$ cat config.mk
export PLATFORM = sky130hd
export DESIGN_NAME = spike_event_logger
export DESIGN_NICKNAME = d
export VERILOG_FILES = /design/src/rtl/spike_event_logger.sv
export SDC_FILE = /design/constraint.sdc
export NUM_CORES = 1
export LEC_CHECK = 0
export ABC_AREA = 1
export BUFFER_PORTS_ARGS = -buffer_cell sky130_fd_sc_hd__buf_4
export CAP_MARGIN = 20
export CORE_MARGIN = 2
export CORE_UTILIZATION = 35
export DETAILED_ROUTE_END_ITERATION = 8
export PLACE_DENSITY_LB_ADDON = 0.08
export RECOVER_POWER = 50
export SKIP_LAST_GASP = 1
export SYNTH_ARGS = -nofsm -noshare
export SYNTH_HDL_FRONTEND = slang
export SYNTH_SLANG_ARGS = --single-unit
$ cat constraint.sdc
create_clock -name clk -period 5.3 [get_ports clk]
set_input_delay 1.59 -clock clk [delete_from_list [all_inputs] [get_ports clk]]
set_output_delay 1.59 -clock clk [all_outputs]
set_load 0.1 [all_outputs]
$ cat src/rtl/spike_event_logger.sv
// rtl/spike_event_logger.sv - timestamped spike event FIFO with sticky overflow
module spike_event_logger #(
    parameter int TS_WIDTH = 8,
    parameter int DEPTH    = 8,
    parameter int ADDR_W   = 3
) (
    input  logic                  clk,
    input  logic                  reset,
    input  logic                  enable,
    input  logic                  spike,
    input  logic [3:0]            state,
    input  logic                  clear_ovf,
    input  logic                  out_ready,
    output logic                  out_valid,
    output logic [TS_WIDTH+3:0]   out_data,
    output logic [ADDR_W:0]       count,
    output logic                  overflow
);

    localparam logic [ADDR_W:0] FULL_CNT = (ADDR_W+1)'(DEPTH);

    logic [TS_WIDTH-1:0] ts;
    logic [ADDR_W-1:0]   wr_ptr;
    logic [ADDR_W-1:0]   rd_ptr;
    logic [ADDR_W:0]     cnt;
    logic                ovf;
    logic [TS_WIDTH+3:0] mem [DEPTH];

    logic push_req;
    logic pop;
    logic full;
    logic push_ok;
    logic drop;

    always_comb begin
        push_req = spike & enable;
        full     = (cnt == FULL_CNT);
        pop      = out_valid & out_ready;
        // A full FIFO still accepts a push when the head leaves on the same edge
        push_ok  = push_req & (~full | pop);
        drop     = push_req & full & ~pop;
    end

    always_ff @(posedge clk or posedge reset) begin
        if (reset) begin
            ts     <= '0;
            wr_ptr <= '0;
            rd_ptr <= '0;
            cnt    <= '0;
            ovf    <= 1'b0;
        end else begin
            if (enable)
                ts <= ts + TS_WIDTH'(1);
            if (push_ok)
                wr_ptr <= wr_ptr + ADDR_W'(1);
            if (pop)
                rd_ptr <= rd_ptr + ADDR_W'(1);
            case ({push_ok, pop})
                2'b10:   cnt <= cnt + (ADDR_W+1)'(1);
                2'b01:   cnt <= cnt - (ADDR_W+1)'(1);
                default: cnt <= cnt;
            endcase
            if (drop)
                ovf <= 1'b1;
            else if (clear_ovf)
                ovf <= 1'b0;
        end
    end

    // Storage carries no reset; stale entries are masked by the occupancy count
    always_ff @(posedge clk) begin
        if (push_ok)
            mem[wr_ptr] <= {ts, state};
    end

    always_comb begin
        out_valid = (cnt != '0);
        out_data  = out_valid ? mem[rd_ptr] : '0;
        count     = cnt;
        overflow  = ovf;
    end

endmodule

Word level (Yosys, flattened, before mapping):

Memories as Yosys holds them, arrays and structs flattened.
Index checks and enable logic that the tools add are counted.

* add/sub/neg operators: 5
* equality and inequality tests: 3
* multiplexer cells: 6
* bitwise operators: 8
* reduce and logical (&&, ||, !) cells: 3

Operator list (count)
* 12-bit two-way mux: 1
* 8-bit by 1-bit adder with 8-bit output (second input constant): 1
* 4-bit one-hot mux with 2 select lines: 1
* 3-bit by 1-bit adder with 3-bit output (second input constant): 2
* 1-bit AND: 5
* 4-bit by 1-bit adder with 4-bit output (second input constant): 1
* 4-bit == test (second input constant): 1
* 1-bit two-way mux: 4
* 2-bit nonzero test: 2
* 4-bit nonzero test: 1
* 4-bit by 1-bit subtractor with 4-bit output (second input constant): 1
* 2-bit by 1-bit == test with 1-bit output (second input constant): 1
* 2-bit == test (second input constant): 1
* 1-bit NOT: 2
* 1-bit OR: 1

* register bits: 19
* RAM bits: 96
* logic and storage cells: 31
* memories: 1

Memory list
* mem: depth 8, bits a word 12, read ports 1, clocked after memory_dff 0, write ports 1, line 27 `logic [TS_WIDTH+3:0] mem [DEPTH];`

Logic depth before layout (Yosys ltp):

Gate-level depths: netlist (run 1).

* word-level depth: 6
* depth in mapped cells: 14
* depth with buffers taken out: 14

Worst setup path before layout (run 1):

No wires, ideal clock.

* kind: register -> output
* from: register cnt[2], in the netlist count[2]
* to: output port out_data[10]
* arrival time: 3263 ps
* required time: 3710 ps
* setup slack: 447 ps
* cell stages (with the launch flop): 6
* buffers on the path: 1
* cells stage by stage: dfrtp_1 nor2_1 nand2_2 buf_2 o21ai_0 nor2_1

* cells in the longest elaborated chain, start to end: 2

RTL lines
* start: declaration: line 25 `logic [ADDR_W:0] cnt;`
* start signal: assignment: line 59 `2'b10: cnt <= cnt + (ADDR_W+1)'(1);`
* start signal: assignment: line 60 `2'b01: cnt <= cnt - (ADDR_W+1)'(1);`
* start signal: assignment: line 61 `default: cnt <= cnt;`
* 4-bit nonzero test: line 77 `out_valid = (cnt != '0);`
* via out_valid: line 14 `output logic out_valid,`
* 12-bit two-way mux: line 78 `out_data = out_valid ? mem[rd_ptr] : '0;`
* end: declaration: line 15 `output logic [TS_WIDTH+3:0] out_data,`

The timed path passes the listed nets, and every way through them passes these cells.

Final worst setup path (run 1):

* from: register rd_ptr[0]
* to: output port out_data[9]

* cells in the longest elaborated chain, start to end: 2

RTL lines
* start: declaration: line 24 `logic [ADDR_W-1:0] rd_ptr;`
* start signal: assignment: line 57 `rd_ptr <= rd_ptr + ADDR_W'(1);`
* memory read 8 x 12 bit
* 12-bit two-way mux: line 78

Every way passes these cells.

==> results of run 1 <==
## Yosys cell counts (all sizes together)
master and n:
nor2 87, mux2 1, nor4 1, nand4 3, clkbuf 6, o21ai 62
clkinv 1, inv 22, xnor2 2, nand3b 1, nor3 1, nand3 6
buf 10, o22ai 13, xor2 6, or2 1, dfrtp 19, nand2 44
mux2i 12, edfxtp 96, ha 4
## registers in the layout, indices dropped and copies added (netlist names)
register	flops
count	4
mem	96
overflow	1
rd_ptr	3
ts	8
wr_ptr	3
## critical path: stages, from the launching register on
cell,delay [ps]
dfrtp_2,500
inv_2,540
o21ai_0,200
o21ai_1,100
o21ai_0,90
nor2_1,180
buf_4,320
## layer usage
layer / vias up / track usage / wire (µm)
met4: 0 / 0.06323 / 151
met3: 12 / 0.03712 / 396
met1: 1489 / 0.2015 / 4767
met2: 59 / 0.2402 / 4989
met5: - / 0 / 0
li1: 1461 / - / -
## cell families (layout without fill, tap and decap cells)
logic type | Yosys count | after routing | synth area share
simple gates | 144 | 144 | 0.1270
flops | 115 | 115 | 0.7013
compound gates | 75 | 75 | 0.08179
buf+inv | 39 | 86 | 0.03736
mux | 13 | 13 | 0.02744
xor+xnor | 8 | 8 | 0.01463
fa+ha+maj | 4 | 4 | 0.01045
## path summary, 6_finish.rpt
check | startpoint | cells after the start | end | slack, ps
max in group asynchronous | reset | 2 | rd_ptr[0] | 3420
worst max-delay path | rd_ptr[0] | 6 | out_data[9] | 1360
min in group asynchronous | reset | 2 | ts[0] | 1330
worst min register to register | overflow | 2 | overflow | 540
worst min-delay path | overflow | 2 | overflow | 540
worst max register to register | count[2] | 6 | mem[4][3] | 3070
## metrics by stage
stage / hold slack (ps) / util / setup slack, ps / instance area [µm²] / instances
after CTS: 536.1 / 0.4356 / 1335 / 5792 / 621
after global placement: 511.7 / 0.3895 / 1790 / 5179 / 589
after global routing: 570.1 / 0.4324 / 1130 / 5749 / 621
after detailed placement: 527.3 / 0.3895 / 1776 / 5179 / 589
final: 536.7 / 0.4324 / 1365 / 5749 / 621
after floorplan: 491.4 / - / 447.2 / 4788 / 398
## cell type report
cell class	instances	share of cell area
multi-input combinational	244	0.2168
sequential	115	0.5843
inverter	23	0.01523
clock buffer	17	0.07399
timing repair buffer	31	0.03874
tap	176	0.03830
clock inverter	15	0.03264
==> metrics.txt, run 1 <==
total vias in the final route 3,021; clock-pin slew reported for the worst setup and hold paths after clock tree synthesis 50 ps; Synth Cell Area 4788 µm²; Post-Synthesis Cells 398; number of DRC violations after detailed routing 0; total wire length between 10,000 and 15,000 µm; Final TNS setup 0 ps; number of global-route vias before repair between 2,000 and 3,000; DP HPWL ~6100 µm; area used by multi-input combinational logic 1246 µm²; growth of design area from synthesis to finish 20.07%; critical path required time roughly 3700 ps; total clock sinks approximately 120; slew at the pin with the worst max-slew slack 918.8 ps; count of state elements after synthesis 115; RSZ-0062 raised after global routing false; die footprint 14,630 µm²; data arrival time of the critical path about 2400 ps; Horiz. Die Dim about 120 µm; startpoint-to-endpoint class of the critical path flip-flop to output port; leading cell types in the layout, fill and taps excluded edfxtp_1, nor2_1, o21ai_0, nand2_1, buf_4; number of hold violations in the final report 0; commonest non-fill, non-tap cell in the layout edfxtp_1; detailed-router iteration count before antenna repair 4; number of I/O pins 28; dominant cells by area after synthesis edfxtp_1, dfrtp_1, nor2_1; post-synth top area share 0.6020; Clock H-tree levels 4; Placer Congestion 0.7154; Bufs on Longest Clock Path 2; headroom to the max-slew limit 0.3868; Final ANT Viol Nets 0; Vias per Instance 4.865; Root Driver clkbuf_16; row count 42; launching element type of the critical path flip-flop; Yosys warning count 0; area taken by flip-flops and latches 3359 µm²; number of distinct library cells after synthesis 27; outcome complete, no violations; remaining global-route overflow 0; Hold Buf Count CTS 0; final-report max-slew violation count 0; global-route usage over all layers 0.1523; Period Utilization, post-route 0.7425; total nets after synthesis 412; cts bufs inserted 17; count of input and output buffers 27; fill cell total of the finished layout 1,255; initial antenna violation count 0; die span in y 121.0 µm; global-route wire length before repair about 16,000 µm; cell type contributing the most total cell area after synthesis edfxtp_1; average wire length per cell after detail routing 16.59 µm; n_diodes 0; fin crit period 3935 ps; Mapped Avg Cell Area 12.03 µm²; Final setup viols 0; pin count of the biggest net entering global routing 38; Core Region around 13,000 µm²; clk_lat worst skew 400 ps; CTS tree done; Post-CTS Setup Bufs 0; share of synthesized area occupied by flip-flops and latches 0.7013; fraction of final layout cells with drive strength greater than 1 0.1573; timing-limited maximum frequency 0.2541 GHz; largest fanout on the critical path 37; number of violations reported at the end of detailed-routing iteration 0 between 150 and 200; Starting Density 0.3602; number of nets in the final layout 446; Max Cap Viol 0; quantity of gates resized following cts 0; critical path endpoint category output port; Setup Skew 5.969 ps; Hold Path Class flip-flop to flip-flop
Power of run 1 is left out: the tool's default activity adds up to more than one toggle a clock period on the data nets, which glitch-free logic cannot reach.
==> inputs of run 2 (changes only) <==
clock period = 3.7 ns   (was 5.3 ns; I/O delays follow)
==> run 2 against run 1 <==
First-iteration DRC count decreased by 3.9%. Critical endpoint is now out_data[6]. Die area unchanged. Register-to-register slack got worse by 1600 ps. Global-route usage decreased by 0.12 points. Sequential cell count unchanged. Core utilization increased by 0.67 points. Via count decreased by 0.93%. Cell area increased by 1.5%. Wire length decreased by 2.7%.
==> metrics.txt, run 2 (same netlist as run 1, synthesis figures left out) <==
initial antenna violation count 0; number of violations reported at the end of detailed-routing iteration 0 about 170; number of I/O pins 28; leading cell types in the layout, fill and taps excluded edfxtp_1, nor2_1, o21ai_0, nand2_1, buf_4; die footprint about 15,000 µm²; fill cell total of the finished layout 1,268; Period Utilization, post-route 0.9375; number of DRC violations after detailed routing 0; critical path endpoint category output port; Starting Density 0.3602; Critical Path End out_data[6]; first element of the critical path count[1]; fraction of final layout cells with drive strength greater than 1 0.1842; remaining global-route overflow 0; number of nets in the final layout 457; timing-limited maximum frequency 0.2883 GHz; launching element type of the critical path flip-flop; R2R Path Start count[0]; largest fanout on the critical path 18; total clock sinks 115; Max Cap Viol 0; DP HPWL around 6400 µm; outcome complete, no violations; Placer Congestion 0.7405; Core Region roughly 13,000 µm²; number of hold violations in the final report 0; total vias in the final route 2,993; number of flip-flops under the largest register name 96; average wire length per cell after detail routing 15.87 µm; clock-pin slew reported for the worst setup and hold paths after clock tree synthesis 50 ps; Hold Path Class flip-flop to flip-flop; startpoint-to-endpoint class of the critical path flip-flop to output port; quantity of gates resized following cts 0; count of input and output buffers 27; critical path required time 2590 ps; global-route usage over all layers 0.1511; Root Driver clkbuf_16; fin crit period around 3500 ps; growth of design area from synthesis to finish 21.92%; commonest non-fill, non-tap cell in the layout edfxtp_1; worst reg2reg endpoint count[2]; Setup Skew around 7 ps; CTS tree done; total wire length 10,030 µm; Final ANT Viol Nets 0; die span in y 121.0 µm; RSZ-0062 raised after global routing false; Horiz. Die Dim 121.0 µm; Vias per Instance 4.736; Bufs on Longest Clock Path 2; Final setup viols 0; headroom to the max-slew limit 0.4206; register name with the most flops mem; cts bufs inserted 17; data arrival time of the critical path between 2000 and 2500 ps; clk_lat worst skew 410 ps; n_diodes 0; final-report max-slew violation count 0; Hold Buf Count CTS 0; path depth of the worst reg2reg path 13; detailed-router iteration count before antenna repair 5; Final TNS setup 0 ps; row count 42; number of global-route vias before repair approximately 3,000; global-route wire length before repair 15,960 µm; Reg2Reg Setup Slack between 1000 and 1500 ps; Clock H-tree levels 4; pin count of the biggest net entering global routing 50; Post-CTS Setup Bufs 0; slew at the pin with the worst max-slew slack just under 900 ps
==> run 2: changes by cell type in the layout (fill, tap and decap cells not counted), moves of 2 or more <==
| cell | change |
|---|---|
| buf_4 | +13 |
| bufinv_16 | -2 |
| clkbuf_1 | +5 |
| clkbuf_8 | +3 |
| clkinv_2 | -2 |
| clkinvlp_4 | -3 |
| dfrtp_1 | -2 |
| dfrtp_2 | +2 |
| nor2_1 | -5 |
| nor2_2 | -4 |
| nor2_4 | +9 |
==> run 2: worst min-delay path by stage <==
stage | start | end | cells past startpoint
finish | count[0] | count[0] | 1
floorplan | wr_ptr[0] | wr_ptr[0] | 2
global route | count[0] | count[0] | 1
detailed placement | count[0] | count[0] | 1
global placement | wr_ptr[0] | wr_ptr[0] | 2
CTS | count[0] | count[0] | 1
==> run 2: metal layers <==
| layer | global-route usage | vias to the layer above | part of all wire |
|---|---|---|---|
| met1 | 0.1952 | 1432 | 0.46 |
| met4 | 0.06831 | 0 | 0.019 |
| li1 | - | 1484 | - |
| met3 | 0.03900 | 16 | 0.043 |
| met2 | 0.2391 | 61 | 0.47 |
| met5 | 0 | - | 0 |
==> run 2: per-stage QoR <==
stage                     instances  area, µm²    util  hold WS [ps]  setup WS, ps
after floorplan                 398       4866       -         491.4         42.36
final                           632       5838  0.4391         514.5         231.2
after global routing            632       5838  0.4391         530.3         65.11
after CTS                       632       5879  0.4422         528.9         305.3
after global placement          600       5311  0.3995         514.3         771.5
after detailed placement        600       5311  0.3995         517.4         751.0
==> run 2: final cells by class <==
| class | instances | area, µm² | area share |
|---|---|---|---|
| clock buffer | 26 | 489.2 | 0.08380 |
| tap | 176 | 220.2 | 0.03772 |
| multi-input combinational | 244 | 1304 | 0.2233 |
| timing repair buffer | 42 | 296.5 | 0.05079 |
| clock inverter | 6 | 78.83 | 0.01350 |
| inverter | 23 | 87.58 | 0.01500 |
| sequential | 115 | 3362 | 0.5759 |
==> run 2: worst max-delay path: stages (launching register included) <==
cell and delay [ps]:
dfrtp_1 400, nor2_1 90, nand2_1 650, o21ai_0 350, nor2_4 170, buf_4 290
Power of run 2 is left out for the same reason.
==> inputs of run 3 (changes only) <==
ABC_AREA = unset   (was 1)
SETUP_SLACK_MARGIN = 0.5   (was unset)
==> run 3 against run 2 <==
Worst setup slack improved by 330 ps. Synthesized cell count fell by 38%. Global-route usage fell by 0.59 points. Worst hold slack improved by 5.8 ps. Cell area rose by 2.5%. Clock skew rose by 1.4 ps. Non-clock buffer count rose by 4. Clock-buffer cell count fell by 4. Register-to-register slack got worse by 100 ps. Via count fell by 22%. Sequential cell count did not move.
==> metrics.txt, run 3 <==
outcome complete, no violations; launching element type of the critical path flip-flop; leading cell types in the layout, fill and taps excluded edfxtp_1, buf_4, mux4_2, clkbuf_16, dfrtp_1; number of nets in the final layout 315; startpoint-to-endpoint class of the critical path flip-flop to output port; cell-by-cell trace of the critical path buf_12 > mux4_2 > mux2i_2 > nor2_4 > buf_4; Mapped Avg Cell Area 18.76 µm²; post-synth top area share 0.6246; Final setup viols 0; count of input and output buffers 27; Yosys warning count 0; Post-Synthesis Cells 246; R2R Path Start count[0]; Starting Density 0.3628; initial antenna violation count 0; Placer Congestion 0.7046; Synth Cell Area 4616 µm²; clk_lat worst skew 410 ps; count leader, synth edfxtp_1; total nets after synthesis 260; Synth top cells by count edfxtp_1, mux4_2, nor2_1; number of flip-flops under the largest register name 96; clock-pin slew reported for the worst setup and hold paths after clock tree synthesis 50 ps; Hold Path Class flip-flop to flip-flop; total clock sinks 115; fin crit period 3136 ps; Horiz. Die Dim between 100 and 150 µm; Vias per Instance 4.798; growth of design area from synthesis to finish 29.66%; dominant cells by area after synthesis edfxtp_1, mux4_2, dfrtp_1; cts bufs inserted 17; pin count of the biggest net entering global routing 20; slew at the pin with the worst max-slew slack 935.3 ps; Crit path largest cell delay 530 ps; total wire length ~9400 µm; remaining global-route overflow 0; die span in y 118.8 µm; top flip-flop cell by instance count after synthesis edfxtp_1; detailed-router iteration count before antenna repair 4; DP HPWL 5608 µm; proportion of register bits with asynchronous set or reset after synthesis 0.1652; die footprint roughly 14,000 µm²; global-route usage over all layers 0.1452; Final TNS setup 0 ps; Bufs on Longest Clock Path 2; headroom to the max-slew limit 0.3683; commonest non-fill, non-tap cell in the layout edfxtp_1; EDFF count, synth 96; critical path required time 2590 ps; global-route wire length before repair 14,430 µm; count of state elements after synthesis roughly 120; number of hold violations in the final report 0; average wire length per cell after detail routing 19.31 µm; total vias in the final route 2,332; cell family with the largest share of critical-path delay multiplexers; fraction of final layout cells with drive strength greater than 1 0.4204; Slowest cell on crit path mux4_2; final-report max-slew violation count 0; first element of the critical path rd_ptr[1]; RSZ-0062 raised after global routing true; count of buffer and inverter cells on the critical path 2; Period Utilization, post-route 0.8477; Clock H-tree levels 4; Root Driver clkbuf_16; number of distinct library cells after synthesis 31; largest fanout on the critical path 13; register name with the most flops mem; n_diodes 0; number of DRC violations after detailed routing 0; number of violations reported at the end of detailed-routing iteration 0 138; CTS tree done; Final ANT Viol Nets 0; hold wc startpoint wr_ptr[0]; timing-limited maximum frequency 0.3188 GHz; Core Region around 13,000 µm²; row count 41; number of global-route vias before repair 2,402; critical path endpoint category output port; number of I/O pins 28; Setup Skew 8.439 ps; Max Cap Viol 0; share of synthesized area occupied by flip-flops and latches 0.7276; data arrival time of the critical path 2030 ps; cell type contributing the most total cell area after synthesis edfxtp_1
run 3: cell types whose count changed in the layout (fill, tap and decap cells not counted), sizes merged, moves of 4 or more:
cell    previous run  this run
nor2              87        24
nand2             44         9
xnor2              2        10
inv               22         5
buf               36        40
o21ai             62         2
mux4               0        24
clkbuf            32        28
o22ai             13         1
run 3: path summary, 6_finish.rpt:
path	end	slack (ps)	depth (start not counted)
worst max register to register	count[2]	1370	7
max in group asynchronous	count[3]	2280	2
worst max-delay path	out_data[2]	560	5
min in group asynchronous	wr_ptr[2]	860	2
worst min register to register	wr_ptr[0]	520	1
worst min-delay path	wr_ptr[0]	520	1
run 3: cell families after synthesis:
| group | synth area share |
|---|---|
| simple gates | 0.04852 |
| xor+xnor | 0.02656 |
| fa+ha+maj | 0.01084 |
| mux | 0.1548 |
| buf+inv | 0.01626 |
| compound gates | 0.01545 |
| flops | 0.7276 |
run 3: what timing repair did:
action,4_1_cts,5_1_grt
cloned,0,0
pin swaps,0,0
setup buffers,0,4
setup endpoints to repair,12,12
gates resized for setup,11,12
hold buffers,0,0
run 3: layer usage:
layer  vias up  share of wire  track usage
met5         -              0            0
met4         0          0.023      0.07515
met3        14          0.027      0.03927
met2        42           0.48       0.2227
met1      1200           0.47       0.1898
li1       1076              -            -
run 3: final cells by class:
class                   instances  area (µm²)
repair buffers                 46       380.4
well taps                     172       215.2
inverters                       5       18.77
multi-input cells             116        1343
flip-flops and latches        115        3367
clock inverters                10       176.4
fillers                      1152        6738
clock buffers                  22       484.2
run 3: per-stage QoR:
stage,cells,utilization,setup WS (ps),cell area [µm²],hold WS [ps]
final,486,0.4704,563.6,5984,520.3
after global routing,486,0.4704,477.9,5984,554.5
after CTS,482,0.4644,483.9,5908,521.5
after detailed placement,450,0.4092,816.5,5206,514.7
after global placement,450,0.4092,841.6,5206,505.7
after floorplan,246,-,605.4,4702,480.5
Power of run 3 is left out for the same reason.
